`src/rtl/ifu_pkg.sv`:
```
// Shared types and default widths for the instruction-fetch line fetcher.
package ifu_pkg;

  localparam int IDX_W  = 19;
  localparam int LINE_W = 512;

  typedef enum logic [2:0] {
    ST_IDLE,
    ST_REQ,
    ST_WAIT,
    ST_DROP,
    ST_DONE
  } fetch_state_e;

endpackage

```
`src/rtl/ifu_line_buf.sv`:
```
// One-entry line buffer: holds the last fetched line, answers hit lookups,
// and suppresses keeping a line whose fill raced with an invalidate.
module ifu_line_buf #(
  parameter int IDX_W  = ifu_pkg::IDX_W,
  parameter int LINE_W = ifu_pkg::LINE_W,
  parameter bit LB_EN  = 1'b1
) (
  input  logic              clock,
  input  logic              reset_n,
  input  logic [IDX_W-1:0]  lookup_index,
  input  logic              inv,
  input  logic              in_idle,
  input  logic              in_flight,
  input  logic              fill_en,
  input  logic [IDX_W-1:0]  fill_index,
  input  logic [LINE_W-1:0] fill_data,
  output logic              hit,
  output logic [LINE_W-1:0] lb_data
);
  import ifu_pkg::*;

  logic              lb_valid_reg, lb_valid_next;
  logic [IDX_W-1:0]  lb_index_reg, lb_index_next;
  logic [LINE_W-1:0] lb_data_reg, lb_data_next;
  logic              no_fill_reg, no_fill_next;

  always_ff @(posedge clock) begin
    if (!reset_n) begin
      lb_valid_reg <= 1'b0;
      lb_index_reg <= '0;
      lb_data_reg  <= '0;
      no_fill_reg  <= 1'b0;
    end else begin
      lb_valid_reg <= lb_valid_next;
      lb_index_reg <= lb_index_next;
      lb_data_reg  <= lb_data_next;
      no_fill_reg  <= no_fill_next;
    end
  end

  always_comb begin
    lb_valid_next = lb_valid_reg & ~inv;
    lb_index_next = lb_index_reg;
    lb_data_next  = lb_data_reg;
    no_fill_next  = no_fill_reg;
    if (in_idle)
      no_fill_next = 1'b0;
    else if (in_flight && inv)
      no_fill_next = 1'b1;
    // Data is always captured so it doubles as the output register even with LB_EN=0.
    if (fill_en) begin
      lb_data_next  = fill_data;
      lb_index_next = fill_index;
      lb_valid_next = LB_EN & ~no_fill_reg & ~inv;
    end
  end

  assign hit     = LB_EN & lb_valid_reg & ~inv & (lb_index_reg == lookup_index);
  assign lb_data = lb_data_reg;

endmodule

```
`src/rtl/ifu_line_fetcher.sv`:
```
// Fetch-side DDR line reader: takes a line index from pc_ctrl, serves it from
// the line buffer or DDR, and returns the line with a one-cycle done pulse.
module ifu_line_fetcher #(
  parameter int IDX_W  = ifu_pkg::IDX_W,
  parameter int LINE_W = ifu_pkg::LINE_W,
  parameter bit LB_EN  = 1'b1
) (
  input  logic              clock,
  input  logic              reset_n,
  input  logic              pc_index_valid,
  input  logic [IDX_W-1:0]  pc_index,
  output logic              pc_index_ready,
  output logic              pc_operation_done,
  output logic [LINE_W-1:0] pc_read_inst,
  input  logic              flush,
  input  logic              inv_line_buf,
  input  logic              mem_stall,
  output logic              ddr_req_valid,
  output logic [IDX_W-1:0]  ddr_req_index,
  input  logic              ddr_req_ready,
  input  logic              ddr_resp_valid,
  input  logic [LINE_W-1:0] ddr_resp_data
);
  import ifu_pkg::*;

  fetch_state_e     state_reg, state_next;
  logic [IDX_W-1:0] req_index_reg, req_index_next;
  logic             lb_hit;
  logic             fill_en;
  logic             in_idle;
  logic             in_flight;
  logic             ready_raw;

  assign in_idle   = (state_reg == ST_IDLE);
  assign in_flight = (state_reg == ST_REQ) || (state_reg == ST_WAIT) || (state_reg == ST_DROP);

  ifu_line_buf #(
    .IDX_W  (IDX_W),
    .LINE_W (LINE_W),
    .LB_EN  (LB_EN)
  ) u_line_buf (
    .clock        (clock),
    .reset_n      (reset_n),
    .lookup_index (pc_index),
    .inv          (inv_line_buf),
    .in_idle      (in_idle),
    .in_flight    (in_flight),
    .fill_en      (fill_en),
    .fill_index   (req_index_reg),
    .fill_data    (ddr_resp_data),
    .hit          (lb_hit),
    .lb_data      (pc_read_inst)
  );

  always_ff @(posedge clock) begin
    if (!reset_n) begin
      state_reg     <= ST_IDLE;
      req_index_reg <= '0;
    end else begin
      state_reg     <= state_next;
      req_index_reg <= req_index_next;
    end
  end

  always_comb begin
    state_next        = state_reg;
    req_index_next    = req_index_reg;
    ready_raw         = 1'b0;
    pc_operation_done = 1'b0;
    ddr_req_valid     = 1'b0;
    fill_en           = 1'b0;
    case (state_reg)
      ST_IDLE: begin
        ready_raw = ~mem_stall & ~flush;
        if (pc_index_valid && ready_raw) begin
          req_index_next = pc_index;
          state_next     = lb_hit ? ST_DONE : ST_REQ;
        end
      end
      ST_REQ: begin
        ddr_req_valid = 1'b1;
        if (ddr_req_ready)
          state_next = flush ? ST_DROP : ST_WAIT;
        else if (flush)
          state_next = ST_IDLE;
      end
      ST_WAIT: begin
        if (ddr_resp_valid) begin
          fill_en    = 1'b1;
          state_next = flush ? ST_IDLE : ST_DONE;
        end else if (flush) begin
          state_next = ST_DROP;
        end
      end
      ST_DROP: begin
        // The issued read must still drain before a new request may go out.
        if (ddr_resp_valid) begin
          fill_en    = 1'b1;
          state_next = ST_IDLE;
        end
      end
      ST_DONE: begin
        pc_operation_done = ~flush;
        state_next        = ST_IDLE;
      end
      default: state_next = ST_IDLE;
    endcase
    if (!reset_n) begin
      ready_raw         = 1'b0;
      pc_operation_done = 1'b0;
      ddr_req_valid     = 1'b0;
    end
  end

  assign pc_index_ready = ready_raw;
  assign ddr_req_index  = req_index_reg;

endmodule

```
`config.mk`:
```
export PLATFORM = sky130hd
export DESIGN_NAME = ifu_line_fetcher
export DESIGN_NICKNAME = d
export VERILOG_FILES = /design/src/rtl/ifu_pkg.sv /design/src/rtl/ifu_line_buf.sv /design/src/rtl/ifu_line_fetcher.sv
export SDC_FILE = /design/constraint.sdc
export NUM_CORES = 1
export LEC_CHECK = 0
export BUFFER_PORTS_ARGS = -buffer_cell sky130_fd_sc_hd__buf_2
export CAP_MARGIN = 10
export CELL_PAD_IN_SITES_DETAIL_PLACEMENT = 1
export CELL_PAD_IN_SITES_GLOBAL_PLACEMENT = 1
export CORE_AREA = 2 2 417 419
export DETAILED_ROUTE_END_ITERATION = 7
export DIE_AREA = 0 0 419 421
export GPL_ROUTABILITY_DRIVEN = 1
export GPL_TIMING_DRIVEN = 0
export PLACE_DENSITY_LB_ADDON = 0.1
export SKIP_CTS_REPAIR_TIMING = 1
export SLEW_MARGIN = 20
export SYNTH_ARGS = -nofsm -noshare
export SYNTH_HDL_FRONTEND = slang
export SYNTH_SLANG_ARGS = --single-unit
```
`constraint.sdc`:
```
create_clock -name clock -period 3.53 [get_ports clock]
set_input_delay 0.5295 -clock clock [delete_from_list [all_inputs] [get_ports clock]]
set_output_delay 0.5295 -clock clock [all_outputs]
set_load 0.03 [all_outputs]
```
==> Yosys cells after proc, flatten, opt, wreduce, memory -nomap -nowiden <==
Index checks and enable logic that the tools add are counted.
{ "totals": {"reg_bits": 555, "input_bits": 539, "output_inout_bits": 534, "wordCells": 52} }
{ "classes": {"n_eq_ne": 9, "n_mux": 19, "n_bitwise": 9, "reduce_logical": 9} }
{ "op_table": {"columns": ["op", "count"], "rows": [
  ["$mux 3", 8],
  ["$eq 19x19->1", 1],
  ["$pmux 3 s4", 1],
  ["$mux 1", 10],
  ["$eq 3x2->1 const B", 2],
  ["$ne 3x3->1 const B", 2],
  ["$not 1->1", 5],
  ["$and 1x1->1", 4],
  ["$reduce_and 4->1", 1],
  ["$reduce_or 2->1", 2],
  ["$eq 3x1->1 const B", 1],
  ["$eq 3x3->1 const B", 1],
  ["$logic_not 3->1", 1],
  ["$logic_and 1x1->1", 2],
  ["$logic_or 1x1->1", 2],
  ["$ne 2x1->1 const B", 1],
  ["$ne 2x2->1 const B", 1],
  ["$reduce_and 2->1", 1]
]} }

==> Longest topological paths before layout <==
Gate-level depths: netlist of run 1.
{ "depth": {"depth_word": 6, "depth_mapped": 8, "ltp_nobuf": 5} }

==> Cells and area by module <==
From an unflattened synthesis of run 1, not the netlist that was laid out.
{ "unflattened": {"hier_cells": 1858, "hier_area_um2": 21305.4} }
{ "by_module_without_submodules": {"columns": ["module", "n_inst", "cells_each", "area_each_um2", "seq_area_each_um2"], "rows": [
  ["ifu_line_buf", 1, 1744, 20263.2, 10670.2],
  ["ifu_line_fetcher", 1, 114, 1042.2, 440.4]
]} }

==> Worst setup path after synthesis of run 1 <==
Ideal clock, no wire load.
{ "synth_path": {"path_type": "input -> output", "start": "input reset_n", "end": "output pc_operation_done", "t_arrival_ns": 1.526, "required_ns": 3.000, "setup_slack_ns": 1.475, "path_stages": 3, "path_cell_list": "inv_2 or3_1 nor3_1"} }
{ "synth_via": {"elab_chain_cells": 1} }
{ "synth_rtl": {"columns": ["item", "line_no", "rtl"], "rows": [
  ["from (decl)", "ifu_line_fetcher.sv:9", "input logic reset_n,"],
  ["$mux 1", "ifu_line_fetcher.sv:108", "if (!reset_n) begin"],
  ["to (decl)", "ifu_line_fetcher.sv:13", "output logic pc_operation_done,"]
]} }
Every way passes these cells.

==> Worst setup path in the final report of run 1 <==
{ "layout_path": {"start": "register state_reg[1]", "end": "output pc_operation_done"} }
{ "layout_via": {"elab_chain_cells": 3} }
{ "layout_rtl": {"columns": ["item", "line_no", "rtl"], "rows": [
  ["from (decl)", "ifu_line_fetcher.sv:26", "fetch_state_e state_reg, state_next;"],
  ["from (signal assigned)", "ifu_line_fetcher.sv:60", "state_reg <= state_next;"],
  ["$eq 3x3->1", "ifu_line_fetcher.sv:72", "case (state_reg)"],
  ["$mux 1", "ifu_line_fetcher.sv:72", null],
  ["$mux 1", "ifu_line_fetcher.sv:108", null]
]} }
Every way passes these cells.

==> results of run 1 <==
[final cells by class]
class                      count  area (sq um)
antenna                        5          12.5
buffer                       182           973
clock buffer                 119          2360
clock inverter                23           294
fill                       20713        142000
inverter                       3          11.3
multi-input combinational   1692          7340
sequential                   555         11100
tap                         2325          2910
timing repair buffer        1073          5380
[Yosys cell counts (2+ instances only)]
cell / number
nand2_1: 1065
dfxtp_1: 555
a21oi_1: 534
buf_2: 73
clkbuf_1: 63
buf_4: 38
nor2_1: 23
mux2i_1: 19
xnor2_1: 17
buf_6: 7
nor3_1: 5
nand4_1: 4
a211oi_1: 2
and3_1: 2
inv_2: 2
nand3_1: 2
nor3b_1: 2
o21ai_0: 2
xor2_1: 2
[metal layers]
metal	share of wire [%]	track usage [%]	vias to the layer above
li1	-	-	10153
met1	39	16.2	9829
met2	52	26.9	656
met3	6.8	4.41	245
met4	2.0	2.49	32
met5	0.14	0	-
[final timing paths]
check	endpoint	slack [ns]
hold / removal	u_line_buf.lb_valid_reg	0.08
setup reg to reg	u_line_buf.lb_data[147]	1.50
setup / recovery	pc_operation_done	1.10
hold reg to reg	u_line_buf.lb_data[343]	0.45
[cells by family (layout without fill, tap and decap cells)]
logic type             Yosys count  in the layout  synth area share (%)
XOR/XNOR                        19             19                 0.856
AND/OR/NAND/NOR               1113           1113                  21.9
other                            0              5                     0
flip-flops                     555            555                  57.2
multiplexers                    19             19                 0.978
buffers and inverters          185           1400                  5.07
AO/OA/AOI/OAI                  541            541                  14.0
[critical path, delay by kind of cell (launching register included)]
family        cells  cell delay (ns)
flops             1             0.30
simple gates      2             0.51
buf+inv           2             0.42
[power by group]
part	total (uW)	switching (uW)	internal [uW]
Sequential	6330	26.0	6310
Clock	8400	3360	5040
Combinational	789	478	311
[per-stage QoR]
stage | hold slack [ns] | utilization (%) | instances
after floorplan | 0.448 | - | 2432
final | 0.0770 | 17.6 | 5977
after CTS | 0.00292 | 17.6 | 5972
after global routing | 0.0278 | 17.6 | 5972
after global placement | 0.441 | 16.1 | 5829
after detailed placement | 0.443 | 16.1 | 5830
==> run summary, run 1 <==
Outcome = finished, final reports clean
Die area = 176000 sq um
Num rows = 153
Kind of critical path = reg2out
Initial antenna violation count = 79
First drt pass iteration count = 4
Cell variety after synth = 34
Avg Inst Size Synth = 7.99 sq um
Hold Startpoint = inv_line_buf
Area share of the largest cell type after synthesis = 57.2%
Number of max-slew violations in the final report = 0
Synthesized flop and latch total = 555
Synth area leader = dfxtp_1
Yosys warnings = 0
Post-route ant nets = 0
Chip Height = 421 um
Cts bufs inserted = 80
Clock Latency Late Sink = 0.67 ns
Number of vias per cell = 3.50
Reg-to-Reg Start = state_reg[1]
DRC violations left = 0
CP Capture Type = primary output
Unrepaired setup endpoints after global routing = no
Clock sink total = 555
Max-cap viol count = 0
Fin crit share = 68.7%
Clock transition at the registers of the reported paths = 0.06 ns
CP Launch Type = register
Tmin final = 2.43 ns
Final net count = 4126
Initial DRC count = 688
Clock root buffer = clkbuf_16
Synth area leaders = dfxtp_1, nand2_1, a21oi_1, buf_2, buf_4
Pwr dens = 511 nW/um^2
# port buffers = 1072
P&R area growth vs syn = 56.4%
I/O pins = 1073
Pre-CTS WS = 0.605 ns
Worst Skew = 0.0373 ns
Cell with the largest stage delay on the worst path = or3_1
Setup WS post-layout = 1.10 ns
Syn_nets = 2971
Most used flip-flop cell after synthesis = dfxtp_1
Leakage power = 0.0129 uW
Final setup fails = 0
Global-route usage over all layers = 14.5%
Final Power = 15500 uW
Die width = 419 um
R2R cell count = 7
Fmax = 412 MHz
CP max FO = 9
Vias post-DR = 20915
Synth Cell Area = 19400 sq um
Placed cell areas = 27700 sq um
Share of cells above drive strength 1 = 36.2%
Critical path startpoint = state_reg[1]
First-pass GRT wire length = 179 mm
Worst Hold Class = in2reg
CTS H-tree lvls = 3
DR WL/cell = 22.0 um
Most common cell after layout, fill and taps aside = buf_2
Slew @ Worst Pin = 0.951 ns
Sequential element share of the synthesized area = 57.2%
FFs w/ async S/R, synth = 0%
Endpoints failing hold = 0
GRT overflow = 0
Critical Path Max Stage Delay = 0.37 ns
Post-synth EDFFs = 0
Vias in the first global route = 21463
Fin Setup TNS = 0 ns
IR drop worst, VDD = 278 uV
Core box area = 172000 sq um
Largest net degree at the start of global routing = 11
Gpl congestion = 0.808
WL final = 132 mm
Data arrival, critical path = 1.90 ns
Initial Util = 11.3%
Relative slew slack = 36.6%
Final standard cell area without fillers = 30400 sq um
CTS Buffer Depth = 3
Syn Inst Count = 2432
Critical-path cell list = buf_4, or3_1, nor3_1, buf_2
Dpl hpwl = 107 mm
CTS tree = done
Critical path data required time = 3.00 ns
Most frequent cells in the layout = buf_2, nand2_1, dfxtp_1
Max FFs per register = 512
Hold Path Depth = 2
Power figures use the tool's default switching activity.
==> run 2: changes to the inputs <==
--- a/config.mk
+++ b/config.mk
@@ -9,9 +9,9 @@
 export CAP_MARGIN = 10
 export CELL_PAD_IN_SITES_DETAIL_PLACEMENT = 1
 export CELL_PAD_IN_SITES_GLOBAL_PLACEMENT = 1
-export CORE_AREA = 2 2 417 419
+export CORE_AREA = 2 2 412 414
 export DETAILED_ROUTE_END_ITERATION = 7
-export DIE_AREA = 0 0 419 421
+export DIE_AREA = 0 0 414 416
 export GPL_ROUTABILITY_DRIVEN = 1
 export GPL_TIMING_DRIVEN = 0
 export PLACE_DENSITY_LB_ADDON = 0.1
==> constraint.sdc (replaced) <==
create_clock -name clock -period 2.25 [get_ports clock]
set_input_delay 0.3375 -clock clock [delete_from_list [all_inputs] [get_ports clock]]
set_output_delay 0.3375 -clock clock [all_outputs]
set_load 0.03 [all_outputs]
==> run summary, run 2 (synthesized netlist as in run 1, its figures left out) <==
Fillers = 20283
GRT overflow = 0
# port buffers = 1072
DRC violations left = 0
Gpl congestion = 0.804
Internal = 18400 uW
CTS tree = done
CP max FO = 9
Chip Height = 416 um
Clock sink total = 555
Clock Latency Late Sink = 0.67 ns
Outcome = finished, final reports clean
Slew @ Worst Pin = 0.943 ns
CP Capture Type = primary output
FF+latch area = 11100 sq um
First drt pass iteration count = 5
Largest net degree at the start of global routing = 13
Clock transition at the registers of the reported paths = 0.05 ns
Unrepaired setup endpoints after global routing = yes
Seq pwr share = 40.0%
P_sw = 6380 uW
WL final = 133 mm
CTS H-tree lvls = 3
Tmin final = 2.16 ns
Most frequent cells in the layout = buf_2, nand2_1, dfxtp_1
P&R area growth vs syn = 82.9%
Number of max-slew violations in the final report = 0
Relative slew slack = 37.2%
Critical path startpoint = state_reg[1]
Critical Path Max Stage Delay = 0.38 ns
Sw Ratio = 25.7%
Final Power = 24800 uW
Final net count = 4658
Core box area = 168000 sq um
Cell with the largest stage delay on the worst path = or3_1
Hold Startpoint = ddr_resp_valid
Number of vias per cell = 3.58
Logic pwr share = 8.4%
Worst Hold Class = in2reg
Leakage power = 0.0150 uW
Initial Util = 11.6%
Max-cap viol count = 0
I/O pins = 1073
Num rows = 151
Critical-path cell list = buf_4, or3_1, nor3_2, buf_6
Endpoints failing hold = 0
Worst Skew = 0.0336 ns
Most common cell after layout, fill and taps aside = buf_2
Die area = 172000 sq um
Initial antenna violation count = 41
First-pass GRT wire length = 179 mm
CTS Buffer Depth = 3
Kind of critical path = reg2out
Fin Hold WS = 0.0986 ns
Vias post-DR = 22967
Global-route usage over all layers = 14.6%
Fin Setup TNS = 0 ns
DR WL/cell = 20.7 um
CP bufs+invs = 2
Data arrival, critical path = 1.82 ns
Area of the multi-input gates = 7350 sq um
Final setup fails = 0
CP Launch Type = register
Dpl hpwl = 105 mm
Clk pwr share = 51.6%
Post-Route Utilization = 21.1%
Max FFs per register = 512
Fmax = 463 MHz
Die width = 414 um
Cts bufs inserted = 81
Fin crit share = 95.9%
Critical path data required time = 1.91 ns
Post-route ant nets = 0
Placed instance count = 5722
Reg-to-Reg Start = state_reg[1]
Share of cells above drive strength 1 = 31.5%
Pwr dens = 698 nW/um^2
Top Family by Delay on Critical Path = simple AND/OR/NAND/NOR gates
Cell Count, Final, Fillers Out = 6413
Clock root buffer = clkbuf_16
IR drop worst, VDD = 480 uV
Initial DRC count = 785
Vias in the first global route = 21937
[run 2: worst paths after layout]
kind	endpoint	slack [ns]	cells after the start
max	pc_operation_done	0.09	4
min	state_reg[1]	0.1	3
min reg2reg	u_line_buf.lb_data[286]	0.45	2
max reg2reg	u_line_buf.lb_data[286]	0.23	7
[run 2: metrics by stage]
step                      cell area (sq um)  setup WS (ns)
final                                 35500         0.0912
after global placement                27600         -0.698
after detailed placement              27600         -0.273
after CTS                             30200         -0.102
after floorplan                       19400          0.460
after global routing                  35500        -0.0485
[run 2: power groups by stage]
stage | Combinational [uW] | Clock [uW] | Sequential [uW]
after global placement | 1290 | 0 | 10100
final | 2080 | 12800 | 9940
after detailed placement | 1290 | 0 | 10200
after CTS | 1300 | 13500 | 9940
after global routing | 2250 | 13800 | 9940
after floorplan | 308 | 0 | 10300
[run 2: area by class of cell]
type                       instances  area share (%)
inverter                           3          0.0317
buffer                           182            2.76
tap                             2218            7.81
multi-input combinational       1692            20.7
antenna                           17           0.120
timing repair buffer            1604            30.1
clock inverter                    17           0.648
clock buffer                     125            6.62
sequential                       555            31.3
[run 2: layer usage]
| layer | track usage [%] | vias to the layer above | wire length, um |
|---|---|---|---|
| li1 | - | 11239 | - |
| met1 | 15.9 | 10890 | 53500 |
| met2 | 26.6 | 654 | 68000 |
| met3 | 5.51 | 164 | 8550 |
| met4 | 3.58 | 20 | 2460 |
| met5 | 0 | - | 114 |
[run 2: worst reg2reg max path: cells and delay by family (launching register included)]
kind                   cells  cell delay [ns]
DFF                        1             0.31
and+or+nand+nor            3             0.72
AOI/OAI and AO/OA          1             0.16
buffers and inverters      3             0.74
==> run 3: changes to the inputs <==
--- a/config.mk
+++ b/config.mk
@@ -5,13 +5,13 @@
 export SDC_FILE = /design/constraint.sdc
 export NUM_CORES = 1
 export LEC_CHECK = 0
-export BUFFER_PORTS_ARGS = -buffer_cell sky130_fd_sc_hd__buf_2
+export BUFFER_PORTS_ARGS = -buffer_cell sky130_fd_sc_hd__buf_4
 export CAP_MARGIN = 10
 export CELL_PAD_IN_SITES_DETAIL_PLACEMENT = 1
 export CELL_PAD_IN_SITES_GLOBAL_PLACEMENT = 1
-export CORE_AREA = 2 2 412 414
+export CORE_AREA = 2 2 417 419
 export DETAILED_ROUTE_END_ITERATION = 7
-export DIE_AREA = 0 0 414 416
+export DIE_AREA = 0 0 419 421
 export GPL_ROUTABILITY_DRIVEN = 1
 export GPL_TIMING_DRIVEN = 0
 export PLACE_DENSITY_LB_ADDON = 0.1
@@ -19,4 +19,5 @@
 export SLEW_MARGIN = 20
 export SYNTH_ARGS = -nofsm -noshare
 export SYNTH_HDL_FRONTEND = slang
+export SYNTH_HIERARCHICAL = 1
 export SYNTH_SLANG_ARGS = --single-unit
==> run summary, run 3 <==
Outcome = finished, final reports clean
Fillers = 19701
P&R area growth vs syn = 88.6%
Global-route usage over all layers = 13.2%
Most frequent cells in the layout = buf_4, dfxtp_1, mux2i_1
Gpl congestion = 0.822
Chip Height = 421 um
Synth area leader = dfxtp_1
Hold Path Depth = 4
Final Power = 25400 uW
Clock root buffer = clkbuf_16
Clock Latency Late Sink = 0.68 ns
Post-Synth Adder-Cell Area = 0%
# port buffers = 1071
Pwr dens = 632 nW/um^2
Area share of the largest cell type after synthesis = 52.1%
Initial Util = 12.4%
Most used flip-flop cell after synthesis = dfxtp_1
Multiplexer share of the synthesized area = 25.9%
Worst Skew = 0.0310 ns
Fin Setup TNS = 0 ns
Fmax = 478 MHz
WL final = 122 mm
Number of vias per cell = 3.29
Post-route ant nets = 0
Vias post-DR = 19578
Final net count = 4085
Avg Inst Size Synth = 11.5 sq um
Share of cells above drive strength 1 = 35.0%
Number of max-slew violations in the final report = 0
Clock transition at the registers of the reported paths = 0.04 ns
I/O pins = 1073
Yosys warnings = 6
Synthesized flop and latch total = 555
Core box area = 172000 sq um
Post-synth EDFFs = 0
Fin crit share = 93.0%
Syn Inst Count = 1858
Max FFs per register = 512
First-pass GRT wire length = 161 mm
Max-cap viol count = 0
Initial DRC count = 458
Simple-gate portion of the synthesized area = 17.3%
Final standard cell area without fillers = 40200 sq um
GRT overflow = 0
Cell variety after synth = 31
DRC violations left = 0
Endpoints failing hold = 0
CTS tree = done
Synth top cells by count = dfxtp_1, mux2i_1, nor2b_1, clkbuf_1, buf_4
Data arrival, critical path = 1.75 ns
FF+latch area = 11100 sq um
DR WL/cell = 20.5 um
Area of the multi-input gates = 9430 sq um
Synth area leaders = dfxtp_1, mux2i_1, nor2b_1, buf_4, clkbuf_1
Clock sink total = 555
Leakage power = 0.0154 uW
Die area = 176000 sq um
R2R cell count = 8
Slew @ Worst Pin = 0.751 ns
CTS H-tree lvls = 3
Synth Cell Area = 21300 sq um
IR drop worst, VDD = 434 uV
Initial antenna violation count = 12
Syn_nets = 2397
Main combinational cell family by area after synthesis = multiplexers
FFs w/ async S/R, synth = 0%
Cell with the largest stage delay on the worst path = dfxtp_1
First drt pass iteration count = 4
CP Capture Type = primary output
Critical-path cell list = buf_2, nor2_1, and4b_1, buf_4
Largest net degree at the start of global routing = 11
CTS Buffer Depth = 3
Dpl hpwl = 97.5 mm
Kind of critical path = reg2out
Num rows = 153
Cts bufs inserted = 82
Relative slew slack = 50.0%
Synth Area in Compound Gates = 0.200%
Worst Hold Class = in2reg
Final setup fails = 0
Critical path data required time = 1.91 ns
Vias in the first global route = 18857
Synth Area in XOR/XNOR = 0.822%
Tmin final = 2.09 ns
CP Launch Type = register
Most common cell after layout, fill and taps aside = buf_4
Most frequent cell after synthesis = dfxtp_1
CP max FO = 10
Placed cell areas = 32300 sq um
Sequential element share of the synthesized area = 52.1%
Critical Path Max Stage Delay = 0.36 ns
Die width = 419 um
[run 3: changes by cell type after synthesis, moves of 3 or more]
cell,previous run,this run
xor2_1,2,5
buf_2,73,11
nor2_1,23,5
a21oi_1,534,2
nor3_1,5,1
buf_4,38,43
buf_6,7,13
nand2_1,1065,40
mux2i_1,19,551
clkbuf_1,63,59
nor2b_1,1,531
[run 3: power breakdown]
part / switching (uW) / leakage [uW] / total [uW] / internal (uW)
registers: 65.0 / 0.00447 / 10000 / 9930
clock network: 5160 / 0.00125 / 12600 / 7470
logic: 1120 / 0.00966 / 2770 / 1660
total: 6340 / 0.0154 / 25400 / 19100
[run 3: cells by family (layout without fill, tap and decap cells)]
family          Yosys count  in the layout
simple gates            597            597
flops                   555            555
mux                     552            552
buf+inv                 128           1875
xor+xnor                 20             20
compound gates            6              6
other cells               0             14
[run 3: worst paths after layout]
kind	from	to	slack, ns
worst min-delay path	ddr_req_ready	state_reg[1]	0.1
worst max-delay path	state_reg[1]	pc_index_ready	0.16
worst min register to register	ddr_req_index[16]	ddr_req_index[16]	0.48
worst max register to register	state_reg[1]	u_line_buf/lb_data[431]	0.19
[run 3: layout make-up]
cell class / count / area share, %
clock buffer: 129 / 6.05
buffer: 127 / 1.92
multi-input combinational: 1175 / 23.5
tap: 2325 / 7.24
antenna: 14 / 0.0872
clock inverter: 14 / 0.274
sequential: 555 / 27.7
inverter: 1 / 0.00934
timing repair buffer: 1604 / 33.3
[run 3: stage by stage]
step / setup WS, ns / utilization, % / instances / hold WS [ns]
finish: 0.158 / 23.3 / 5944 / 0.0963
floorplan: 0.559 / - / 1858 / 0.407
global placement: -0.174 / 18.7 / 5254 / 0.470
detailed placement: -0.138 / 18.7 / 5254 / 0.477
CTS: 0.0342 / 20.2 / 5397 / -0.211
global route: -0.00165 / 23.3 / 5940 / 0.0822
[run 3: layer usage]
metal  routed length (um)  vias up  GRT usage [%]
met5                    0        -              0
met4                 3480        0           5.26
met3                 6860      157           3.93
met2                63400      538           23.9
met1                48200     9316           14.2
li1                     -     9567              -
[run 3: worst max-delay path: cells and delay by family, from the launching register on]
kind / cells / cell delay [ns]
buffers and inverters: 2 / 0.44
DFF: 1 / 0.36
and+or+nand+nor: 2 / 0.31
